--- config.mk ---
export PLATFORM = sky130hd
export DESIGN_NAME = fetch_unit
export DESIGN_NICKNAME = d
export VERILOG_FILES = /design/src/rtl/fetch_unit.sv
export SDC_FILE = /design/constraint.sdc
export NUM_CORES = 1
export LEC_CHECK = 0
export ABC_AREA = 1
export CORE_UTILIZATION = 28
export DETAILED_ROUTE_END_ITERATION = 8
export GPL_TIMING_DRIVEN = 0
export REMOVE_ABC_BUFFERS = 1
export SLEW_MARGIN = 40
export SYNTH_ARGS = -nofsm -noshare
export SYNTH_HDL_FRONTEND = slang
export SYNTH_SLANG_ARGS = --single-unit
export TNS_END_PERCENT = 100
--- constraint.sdc ---
create_clock -name Clk -period 2.7 [get_ports Clk]
set_clock_uncertainty 0.2 [all_clocks]
set_input_delay 0.54 -clock Clk [delete_from_list [all_inputs] [get_ports Clk]]
set_output_delay 0.54 -clock Clk [all_outputs]
set_load 0.03 [all_outputs]
--- src/rtl/fetch_unit.sv ---
// rtl/fetch_unit.sv - program counter and ARM/RUN/DONE fetch sequencer (optional FETCH_PERF_EN cycle/jump counters)
module fetch_unit #(
    parameter int PC_W     = 10,
    parameter int P1_START = 0,
    parameter int P2_START = 'h100,
    parameter int P3_START = 'h200
) (
    input  logic            Clk,
    input  logic            Reset,
    input  logic            Start,
    input  logic [1:0]      ProgSel,
    input  logic            jump_en,
    input  logic [15:0]     Target,
    input  logic            Halt,
    output logic [PC_W-1:0] ProgCtr,
    output logic            InstrValid,
    output logic            Done,
    output logic [15:0]     CycleCnt,
    output logic [15:0]     JumpCnt
);

    typedef enum logic [1:0] {S_ARM, S_RUN, S_DONE} state_t;

    localparam logic [PC_W-1:0] L_P1 = PC_W'(P1_START);
    localparam logic [PC_W-1:0] L_P2 = PC_W'(P2_START);
    localparam logic [PC_W-1:0] L_P3 = PC_W'(P3_START);

    state_t          r_state;
    state_t          w_next;
    logic [PC_W-1:0] r_pc;
    logic [PC_W-1:0] w_pc_next;
    logic            r_done;
    logic [PC_W-1:0] w_start;
    logic            w_unused_tgt;

    assign w_unused_tgt = &{1'b0, Target[15:PC_W]};

    // ProgSel 0 is an alias for program 1
    always_comb begin
        case (ProgSel)
            2'd2:    w_start = L_P2;
            2'd3:    w_start = L_P3;
            default: w_start = L_P1;
        endcase
    end

    always_ff @(posedge Clk) begin
        if (Reset) r_state <= S_ARM;
        else       r_state <= w_next;
    end

    always_comb begin
        w_next = r_state;
        case (r_state)
            S_ARM:   if (!Start) w_next = S_RUN;
            S_RUN: begin
                if (Start)     w_next = S_ARM;
                else if (Halt) w_next = S_DONE;
            end
            S_DONE:  if (Start) w_next = S_ARM;
            default: w_next = S_ARM;
        endcase
    end

    // next-PC priority in RUN: Start > Halt > jump_en > increment
    always_comb begin
        w_pc_next  = r_pc;
        InstrValid = (r_state == S_RUN);
        case (r_state)
            S_ARM: w_pc_next = w_start;
            S_RUN: begin
                if (Start)        w_pc_next = w_start;
                else if (Halt)    w_pc_next = r_pc;
                else if (jump_en) w_pc_next = Target[PC_W-1:0];
                else              w_pc_next = r_pc + 1'b1;
            end
            S_DONE: if (Start) w_pc_next = w_start;
            default: w_pc_next = r_pc;
        endcase
    end

    always_ff @(posedge Clk) begin
        if (Reset) begin
            r_pc   <= '0;
            r_done <= 1'b0;
        end else begin
            r_pc   <= w_pc_next;
            r_done <= (w_next == S_DONE);
        end
    end

    assign ProgCtr = r_pc;
    assign Done    = r_done;

`ifdef FETCH_PERF_EN
    logic [15:0] r_cycle_cnt;
    logic [15:0] r_jump_cnt;

    always_ff @(posedge Clk) begin
        if (Reset || r_state == S_ARM) begin
            r_cycle_cnt <= '0;
            r_jump_cnt  <= '0;
        end else if (r_state == S_RUN) begin
            if (r_cycle_cnt != 16'hFFFF)
                r_cycle_cnt <= r_cycle_cnt + 16'd1;
            if (jump_en && !Halt && r_jump_cnt != 16'hFFFF)
                r_jump_cnt <= r_jump_cnt + 16'd1;
        end
    end

    assign CycleCnt = r_cycle_cnt;
    assign JumpCnt  = r_jump_cnt;
`else
    assign CycleCnt = 16'd0;
    assign JumpCnt  = 16'd0;
`endif

endmodule

### Word level (Yosys, flattened, before mapping)

Index checks and enable logic that the tools add are counted.

* register bits after elaboration: 13
* output and inout port bits: 44

* add/subtract/negate cells: 1
* eq/ne operators: 7
* mux-type cells: 11
* reduce and logical (&&, ||, !) cells: 3

Operators with widths (count)
* 2-to-1 mux 10 bit: 4
* case mux 10 bit (3 select lines): 1
* case mux 10 bit (2 select lines): 1
* adder 10 x 1 -> 10 bit, second input constant: 1
* equality test 2 bit, second input constant: 4
* 2-to-1 mux 2 bit: 4
* case mux 2 bit (3 select lines): 1
* != test 3 bit, second input constant: 1
* AND reduction 3 bit: 1
* nonzero test 3 bit: 1
* equality test 2 x 1 -> 1 bit, second input constant: 1
* zero test 2 bit: 1
* != test 2 bit, second input constant: 1

### Depth between registers and ports, before layout

Gate-level depths: netlist of the first run.

* depth after elaboration: 5
* depth in mapped cells: 8
* mapped depth without buffers: 8

### Worst setup path before layout of the first run

OpenSTA, ideal clock, no wires.

* kind: register -> register
* start: reg r_pc[0], in the netlist ProgCtr[0]
* end: reg r_pc[8], in the netlist ProgCtr[8]
* library setup time: 0.122 ns
* arrival: 1.294 ns
* data required time: 2.378 ns
* path slack: 1.085 ns
* stages on the path, launching flop included: 9
* period minus slack after synthesis: 1.615 ns
* path through: dfxtp_1 ha_1 nand2_1 nor2_2 nand3_1 nand2_1 nand3_1 nand2_1 a21oi_2

* word-level cells in the longest chain between the ends: 5

Ends and longest elaborated chain
* from (decl): line 30 `logic [PC_W-1:0] r_pc;`
* from (signal assigned): line 87 `r_pc <= w_pc_next;`
* adder 10 x 1 -> 10 bit: line 75 `else w_pc_next = r_pc + 1'b1;`
* 2-to-1 mux 10 bit: line 74 `else if (jump_en) w_pc_next = Target[PC_W-1:0];`
* 2-to-1 mux 10 bit: line 73 `else if (Halt) w_pc_next = r_pc;`
* 2-to-1 mux 10 bit: line 72 `if (Start) w_pc_next = w_start;`
* case mux 10 bit (3 select lines): line 69 `case (r_state)`

No other way between the ends. The select of a mux whose other input is x is not followed.
A chain may end at the register's enable or synchronous reset.

### Final worst setup path of the first run

* start: reg r_pc[5], in the netlist ProgCtr[5]
* end: out ProgCtr[5]

RTL lines
* to (decl): line 15 `output logic [PC_W-1:0] ProgCtr,`

No word-level cell between the ends.

==> summary.txt, run 1 <==
Timing
  • Final Hold Fails: 0
  • Setup violators final: 0
  • Post-route clock period utilization: 0.8162
  • RSZ-0062 raised after global routing: no
  • Min Tclk post-route: between 2 and 2.5 ns
  • Setup_tns: 0 ns
  • F_max: roughly 450 MHz
  • Slew Viols, Final: 0

Power
  • Peak supply drop: between 0.2 and 0.3 mV
  • Sw Ratio: 0.3555
  • Sequential share of power: 0.384
  • P_sw: about 0.19 mW
  • LEAKAGE: 0.6169 nW
  • Total internal power: approximately 0.34 mW
  • Power Density: just under 400 nW/um2
  • Gate power share: 0.279
  • Part of the power in the clock network: 0.337

Yosys
  • Top cell type's share of synthesized area: 0.2356
  • Seq cells post-synth: 13
  • Syn Inst Count: about 170
  • Top post-synthesis cells by area: dfxtp_1, buf_4, nand2_1, nor2_1, inv_1
  • Avg Inst Size Synth: ~6.6 um2
  • Yosys cell types: 27
  • Post-synthesis instance area: between 1000 and 1500 um2
  • Synth area leader: dfxtp_1
  • Syn. warnings: 0
  • Seq/Total Area, Yosys: 0.2356

Route
  • DRC Markers: 0
  • DRT Wirelength: 2356 um
  • Routed vias/inst: about 4
  • Antenna-violating nets left: 0
  • Iter 0 DRT Violations: 21
  • Via count: 960
  • Wire length per cell: just under 10 um
  • Drt first pass iters: 4

Worst setup path
  • Critical path type: reg -> out
  • Critical Path RT: 1.96 ns
  • RR Startpoint: ProgCtr[0]$_SDFFE_PP0P_
  • Buf+Inv Stages, Crit Path: 1
  • CP max stage delay: roughly 0.73 ns
  • Worst-path fanout max: 9
  • Crit-path cells: clkdlybuf4s50_1
  • Cell family with most CP delay: buffers and inverters
  • CP Launch Type: flip-flop
  • Worst Setup SP: ProgCtr[5]$_SDFFE_PP0P_
  • CP max stage cell: clkdlybuf4s50_1
  • CP arrival: 1.46 ns
  • CP Capture Type: output pin

CTS
  • Worst-path clk slew: roughly 0.06 ns
  • Clock root cell: clkbuf_8
  • # H-tree levels: 1
  • CTS buffer count: 3
  • CTS Sinks: 13
  • Hold bufs inserted after CTS: 0
  • PostCTS Resize Cnt: 0
  • Post-CTS Setup Bufs: 0
  • CTS Buffer Depth: 2
  • Clock latency on the worst-skew pair: around 0.24 ns
  • CTS tree: done

Final layout
  • FILL cells: approximately 420
  • Register area: ~260 um2
  • Share of post-route cells with drive strength above 1: 0.1071
  • Design area: 1354 um2
  • Multi-input gate area: approximately 630 um2
  • Layout Nets: roughly 220
  • Area grow syn2layout: 22.54%
  • Antenna diodes: 0

Placement
  • DP HPWL: approximately 1800 um
  • Placement Cell Area: 1308 um2
  • Gpl congestion: approximately 0.75
  • PortBufs: 28

Floorplanning
  • Top-level I/O count: 67
  • Core area: roughly 3700 um2
  • Initial Utilization: 0.2973
  • Die ar.: ~4200 um2
  • Die H: between 60 and 70 um
  • Placement Rows: 22
  • Die span in x: roughly 65 um

Global routing
  • GRT Overall Usage: 0.1161
  • Largest net degree at the start of global routing: 18
  • Wire length of the first global-routing pass: between 3000 and 4000 um
  • Initial antenna violation count: 0
  • Grt ovf: 0
  • Vias in the first global route: between 800 and 900

Run
  • Max-cap violations: 0

Min path
  • Hold path start: ProgCtr[3]$_SDFFE_PP0P_
  • Worst min path class: reg -> reg

Status
  • Status: complete, no violations
[placed cells by master (no fill, tap or decap), types with 3 or more instances in the layout]
cell and n:
nand2_1 28, conb_1 32, a21oi_1 7, dfxtp_1 13
inv_2 3, a21oi_2 3, clkbuf_8 3, nor3_1 4
nand2_4 3, nand3_1 9, inv_1 15, o21ai_0 7
nor2_1 24, clkdlybuf4s50_1 28
[synth_stat cells]
master and instances:
buf_4 32, nand2_1 28, nor2_1 24, inv_1 15
dfxtp_1 13, nand3_1 9, a21oi_1 7, o21ai_0 7
nor3_1 4, a21oi_2 3, inv_2 3, nand2_4 3
nand2_2 2, nand4_1 2, nor2_4 2, o21ai_1 2
xor2_1 2, buf_2 1, clkbuf_1 1, clkbuf_2 1
clkinv_2 1, conb_1 1, ha_1 1, nand3_2 1
nor2_2 1, o2111ai_1 1, o21bai_2 1
[kinds of logic (layout without fill, tap and decap cells)]
family	after synthesis	count (layout)	share of synthesized area
fa+ha+maj	1	1	0.01132
xor+xnor	2	2	0.01586
other cells	1	32	0.003394
simple gates	76	76	0.3239
flops	13	13	0.2356
buf+inv	54	51	0.2956
compound gates	21	21	0.1144
[metrics by stage]
stage / power, mW / cells / utilization / worst slack, ns / hold WS [ns]
floorplan: 0.3098 / 164 / - / 1.081 / 0.4024
global placement: 0.3560 / 240 / 0.3519 / 0.6795 / 0.3040
detailed placement: 0.3560 / 240 / 0.3519 / 0.6434 / 0.3068
CTS: 0.5373 / 244 / 0.3643 / 0.4828 / 0.3155
global route: 0.5557 / 244 / 0.3643 / 0.4316 / 0.3705
finish: 0.5313 / 244 / 0.3643 / 0.4962 / 0.3176
[worst paths after layout]
kind	end	slack, ns	depth (start not counted)
min	ProgCtr[3]$_SDFFE_PP0P_	0.32	2
max	ProgCtr[5]	0.50	1
min reg2reg	ProgCtr[3]$_SDFFE_PP0P_	0.32	2
max reg2reg	ProgCtr[6]$_SDFFE_PP0P_	1.20	8
[layout make-up]
class / instances / share of cell area
multi-input cells: 132 / 0.4686
repair buffers: 28 / 0.2070
flip-flops and latches: 13 / 0.1922
inverters: 19 / 0.05360
well taps: 48 / 0.04436
clock buffers: 3 / 0.03050
clock inverters: 1 / 0.003697
[sequential cells by signal (all words and copies together), names as in the netlist]
register	flops
ProgCtr	10
Done	1
r_state	2
[power groups by stage]
| stage | sequential [mW] | clock, mW | combinational [mW] |
|---|---|---|---|
| after floorplan | 0.216 | 0 | 0.0939 |
| after global placement | 0.208 | 0 | 0.148 |
| after detailed placement | 0.208 | 0 | 0.148 |
| after CTS | 0.204 | 0.185 | 0.148 |
| after global routing | 0.205 | 0.191 | 0.160 |
| final | 0.204 | 0.179 | 0.148 |
[metal layers]
metal / GRT usage / routed length (um)
met5: 0 / 0
met1: 0.1365 / 1151
met3: 0.03873 / 132
met2: 0.2018 / 1058
met4: 0.02500 / 14
Power figures use the tool's default switching activity.
==> inputs of run 2 (changes only) <==
--- a/config.mk
+++ b/config.mk
@@ -9,6 +9,7 @@
 export CORE_UTILIZATION = 28
 export DETAILED_ROUTE_END_ITERATION = 8
 export GPL_TIMING_DRIVEN = 0
+export PLACE_DENSITY = 0.66
 export REMOVE_ABC_BUFFERS = 1
 export SLEW_MARGIN = 40
 export SYNTH_ARGS = -nofsm -noshare
==> constraint.sdc (replaced) <==
create_clock -name Clk -period 1.82 [get_ports Clk]
set_clock_uncertainty 0.2 [all_clocks]
set_input_delay 0.364 -clock Clk [delete_from_list [all_inputs] [get_ports Clk]]
set_output_delay 0.364 -clock Clk [all_outputs]
set_load 0.03 [all_outputs]
==> summary.txt, run 2 (synthesis gave the netlist of run 1 again) <==
Final layout
  • Most frequent cells in the layout: conb_1, nand2_1, nor2_1
  • Antenna diodes: 0 (unchanged)
  • Share of post-route cells with drive strength above 1: 0.1020 (-0.005102)
  • Commonest non-fill, non-tap cell in the layout: conb_1
  • Layout Nets: 221 (unchanged)
  • Fin util: 0.3603 (-0.004041)
  • Area grow syn2layout: 21.18%
  • FILL cells: 434 (+3.6%)
  • Largest register FFs: 10 (unchanged)

Timing
  • Worst hold slack: 0.3125 ns (-0.005100 ns)
  • Post-route clock period utilization: 0.9699
  • RSZ-0062 raised after global routing: no
  • Min Tclk post-route: approximately 1.8 ns
  • Setup_tns: 0 ns (unchanged)
  • Final Hold Fails: 0 (unchanged)
  • Setup violators final: 0 (unchanged)
  • F_max: 566.5 MHz
  • Post-route setup slack: 0.05487 ns (-0.4413 ns)
  • Slew Viols, Final: 0 (unchanged)

Worst setup path
  • CP max stage delay: 0.66 ns (-0.07 ns)
  • RR Startpoint: ProgCtr[0]$_SDFFE_PP0P_
  • CP max stage cell: clkdlybuf4s50_1
  • Worst-case reg-to-reg path depth: 8 (unchanged)
  • WP depth: 1 (unchanged)
  • Crit-path cells: clkdlybuf4s50_1
  • CP arrival: 1.20 ns (-0.26 ns)
  • Reg2reg end: ProgCtr[8]$_SDFFE_PP0P_
  • Buf+Inv Stages, Crit Path: 1 (unchanged)
  • R2R Setup Slk: 0.30 ns (-0.90 ns)
  • Cell family with most CP delay: buffers and inverters
  • CP Capture Type: output pin
  • CP Launch Type: flip-flop
  • Critical Path RT: 1.26 ns (-0.70 ns)
  • Critical path type: reg -> out
  • Worst-path fanout max: 1 (-8)

Min path
  • Hold path start: ProgCtr[3]$_SDFFE_PP0P_
  • Hold path cells: 2 (unchanged)
  • Hold endpoint: ProgCtr[3]$_SDFFE_PP0P_
  • Worst min path class: reg -> reg

Placement
  • Pre-CTS setup slack: -0.03666 ns (-0.6801 ns)
  • Gpl congestion: 0.8284 (+11%)
  • DP HPWL: 1806 um (+1.6%)
  • PortBufs: 28 (unchanged)

Route
  • Routed vias/inst: 4.041 (+2.7%)
  • Drt first pass iters: 4 (unchanged)
  • Iter 0 DRT Violations: 75 (+260%)
  • Via count: 986 (+2.7%)
  • DRC Markers: 0 (unchanged)
  • DRT Wirelength: 2340 um (-0.68%)
  • Wire length per cell: 9.590 um (-0.68%)
  • Antenna-violating nets left: 0 (unchanged)

Floorplanning
  • Placement Rows: 22 (unchanged)
  • Die ar.: 4201 um2 (unchanged)
  • Core area: 3716 um2 (unchanged)
  • Initial Utilization: 0.2973 (unchanged)
  • Die span in x: 64.82 um (unchanged)
  • Die H: 64.82 um (unchanged)
  • Top-level I/O count: 67 (unchanged)

CTS
  • # H-tree levels: 1 (unchanged)
  • CTS buffer count: 3 (unchanged)
  • Clock latency on the worst-skew pair: 0.24 ns (about the same)
  • CTS Sinks: 13 (unchanged)
  • Clock root cell: clkbuf_8
  • CTS tree: done
  • CTS Buffer Depth: 2 (unchanged)
  • Hold bufs inserted after CTS: 0 (unchanged)
  • Worst-path clk slew: 0.06 ns (about the same)

Global routing
  • GRT Overall Usage: 0.1187 (+0.002580)
  • Initial antenna violation count: 0 (unchanged)
  • Largest net degree at the start of global routing: 18 (unchanged)
  • Grt ovf: 0 (unchanged)
  • Wire length of the first global-routing pass: 3857 um (+2.6%)
  • Vias in the first global route: 871 (+3.3%)

Status
  • Status: complete, no violations

Power
  • Peak supply drop: 0.1430 mV (-46%)
  • Power Density: 582.5 nW/um2 (+48%)
  • Pwr Total: 0.7798 mW (+47%)
  • LEAKAGE: 0.6629 nW (+7.5%)

Run
  • Max-cap violations: 0 (unchanged)
run 2: area by class of cell:
cell class / instances / area, um2 / share of cell area
clock buffer: 4 / 45.04 / 0.03364
inverter: 19 / 72.57 / 0.05421
multi-input combinational: 132 / 634.4 / 0.4738
sequential: 13 / 260.3 / 0.1944
tap: 48 / 60.06 / 0.04486
timing repair buffer: 28 / 266.5 / 0.1991
run 2: timing repair:
item / CTS / global route
setup buffers: 0 / 0
endpoints found under the setup margin: 11 / 0
resized for setup: 11 / 0
endpoints found under the hold margin: 0 / 0
run 2: power breakdown:
group,total (mW),switching (mW),internal (mW)
combinational,0.214,0.156,0.0583
sequential,0.303,0.0100,0.293
clock,0.262,0.108,0.155
run 2: worst max-delay path by stage:
stage | start | endpoint | slack, ns
after floorplan | ProgCtr[0]$_SDFFE_PP0P_ | ProgCtr[8]$_SDFFE_PP0P_ | 0.20
after global placement | jump_en | ProgCtr[0]$_SDFFE_PP0P_ | -0.02
after detailed placement | jump_en | ProgCtr[0]$_SDFFE_PP0P_ | -0.04
after CTS | Done$_SDFF_PP0_ | Done | 0.04
after global routing | Done$_SDFF_PP0_ | Done | 0.01
final | Done$_SDFF_PP0_ | Done | 0.05
run 2: metal layers:
layer	part of all wire	track usage	vias to the layer above
met2	0.47	0.1979	38
met1	0.45	0.1460	427
met5	0	0	-
li1	-	-	519
met4	0.0034	0.04167	0
met3	0.068	0.02993	2
run 2: metrics by stage:
step | instance area (um2) | std cells
after global routing | 1339 | 244
after global placement | 1308 | 240
after CTS | 1339 | 244
final | 1339 | 244
after detailed placement | 1308 | 240
after floorplan | 967.2 | 164
==> inputs of run 3 (changes only) <==
==> constraint.sdc (replaced) <==
create_clock -name Clk -period 1.82 [get_ports Clk]
set_clock_uncertainty 0.2 [all_clocks]
set_input_delay 0.182 -clock Clk [delete_from_list [all_inputs] [get_ports Clk]]
set_output_delay 0.182 -clock Clk [all_outputs]
set_load 0.03 [all_outputs]
==> summary.txt, run 3 (synthesis gave the netlist of run 1 again) <==
Timing
  • RSZ-0062 raised after global routing: no
  • F_max: 567.5 MHz (+0.16%)
  • Slew Viols, Final: 0 (unchanged)
  • Setup violators final: 0 (unchanged)
  • Min Tclk post-route: 1.762 ns (-0.002876 ns)
  • Worst hold slack: 0.3158 ns (+0.003246 ns)
  • Post-route clock period utilization: 0.9683 (-0.001580)
  • Final Hold Fails: 0 (unchanged)
  • Post-route setup slack: 0.05775 ns (+0.002876 ns)
  • Setup_tns: 0 ns (unchanged)

Worst setup path
  • CP arrival: 1.38 ns (+0.18 ns)
  • Critical path type: reg -> out
  • Cell family with most CP delay: buffers and inverters
  • CP max stage cell: clkdlybuf4s50_1
  • Crit-path cells: clkdlybuf4s50_1
  • CP Capture Type: output pin
  • Buf+Inv Stages, Crit Path: 1 (unchanged)
  • CP Launch Type: flip-flop
  • CP max stage delay: 0.71 ns (+0.05 ns)
  • Worst-path fanout max: 5 (+4)
  • Critical Path RT: 1.44 ns (+0.18 ns)

Global routing
  • GRT Overall Usage: 0.1187 (unchanged)
  • Largest net degree at the start of global routing: 18 (unchanged)
  • Grt ovf: 0 (unchanged)
  • Vias in the first global route: 871 (unchanged)
  • Initial antenna violation count: 0 (unchanged)
  • Wire length of the first global-routing pass: 3857 um (unchanged)

Placement
  • PortBufs: 28 (unchanged)
  • Total placed cells including tap cells: 240 (unchanged)
  • Placement Cell Area: 1308 um2 (unchanged)
  • Gpl congestion: 0.8284 (unchanged)
  • Pre-CTS setup slack: 0.1453 ns (+0.1820 ns)
  • DP HPWL: 1806 um (unchanged)

Route
  • Drt first pass iters: 4 (unchanged)
  • Routed vias/inst: 4.045 (+0.10%)
  • Antenna-violating nets left: 0 (unchanged)
  • DRC Markers: 0 (unchanged)
  • Wire length per cell: 9.590 um (unchanged)
  • Via count: 987 (+0.10%)
  • DRT Wirelength: 2340 um (unchanged)
  • Iter 0 DRT Violations: 58 (-23%)

Floorplanning
  • Placement Rows: 22 (unchanged)
  • Die span in x: 64.82 um (unchanged)
  • Top-level I/O count: 67 (unchanged)
  • Core area: 3716 um2 (unchanged)
  • Initial Utilization: 0.2973 (unchanged)
  • Die H: 64.82 um (unchanged)
  • Die ar.: 4201 um2 (unchanged)

Status
  • Status: complete, no violations

Power
  • Peak supply drop: 0.1430 mV (about the same)
  • Power Density: 579.6 nW/um2 (-0.50%)
  • LEAKAGE: 0.6398 nW (-3.5%)
  • Pwr Total: 0.7839 mW (+0.53%)

Final layout
  • FILL cells: 429 (-1.2%)
  • Largest register FFs: 10 (unchanged)
  • Area grow syn2layout: 22.42%
  • Design area: 1353 um2 (+1.0%)
  • Share of post-route cells with drive strength above 1: 0.1020 (unchanged)
  • Final cell count without fillers: 244 (unchanged)
  • Multi-input gate area: 634.4 um2 (unchanged)
  • Antenna diodes: 0 (unchanged)
  • Layout Nets: 221 (unchanged)
  • Fin util: 0.3640 (+0.003704)
  • Most frequent cells in the layout: conb_1, nand2_1, clkdlybuf4s50_1
  • Commonest non-fill, non-tap cell in the layout: conb_1
  • Register area: 260.3 um2 (unchanged)

Min path
  • Worst min path class: reg -> reg

CTS
  • CTS Buffer Depth: 2 (unchanged)
  • CTS Sinks: 13 (unchanged)
  • Clock latency on the worst-skew pair: 0.24 ns (about the same)
  • CTS buffer count: 3 (unchanged)
  • CTS tree: done
  • Worst-path clk slew: 0.06 ns (about the same)
  • # H-tree levels: 1 (unchanged)
  • Post-CTS Setup Bufs: 0 (unchanged)
  • Clock root cell: clkbuf_8

Run
  • Max-cap violations: 0 (unchanged)
## run 3: cell count changes in the layout (fill, tap and decap cells not counted), sizes merged
cell	previous run	this run
dlymetal6s2s	0	1
dlygate4sd2	11	2
clkdlybuf4s50	17	25
## run 3: what timing repair did
item | in CTS | in global routing
endpoints found under the setup margin | 2 | 1
gates resized for setup | 2 | 1
hold buffers | 0 | 0
## run 3: final timing paths
kind,from,to,slack [ns],cells after the start
setup reg to reg,ProgCtr[0]$_SDFFE_PP0P_,ProgCtr[8]$_SDFFE_PP0P_,0.30,8
setup / recovery,ProgCtr[2]$_SDFFE_PP0P_,ProgCtr[2],0.06,1
hold / removal,ProgCtr[3]$_SDFFE_PP0P_,ProgCtr[3]$_SDFFE_PP0P_,0.32,2
hold reg to reg,ProgCtr[3]$_SDFFE_PP0P_,ProgCtr[3]$_SDFFE_PP0P_,0.32,2
## run 3: power breakdown
part / internal (mW) / leakage (nW) / total [mW] / switching [mW]
logic: 0.0622 / 0.511 / 0.218 / 0.156
clock network: 0.155 / 0.0228 / 0.262 / 0.108
registers: 0.293 / 0.106 / 0.303 / 0.0102
## run 3: tightest hold or removal path, delay by kind of cell (launching register included)
family	cells	cell delay [ns]
AOI/OAI and AO/OA	1	0.06
DFF	1	0.34
and+or+nand+nor	1	0.07
## run 3: layout make-up
type                            count  share of cell area
Multi-Input combinational cell    132              0.4690
Clock buffer                        4             0.03330
Tap cell                           48             0.04440
Inverter                           19             0.05365
Timing Repair Buffer               28              0.2072
Sequential cell                    13              0.1924
## run 3: layer usage
metal	vias to the layer above	share of wire	GRT usage
met1	427	0.45	0.1460
met5	-	0	0
met3	2	0.067	0.02993
li1	520	-	-
met2	38	0.48	0.1979
met4	0	0.0034	0.04167
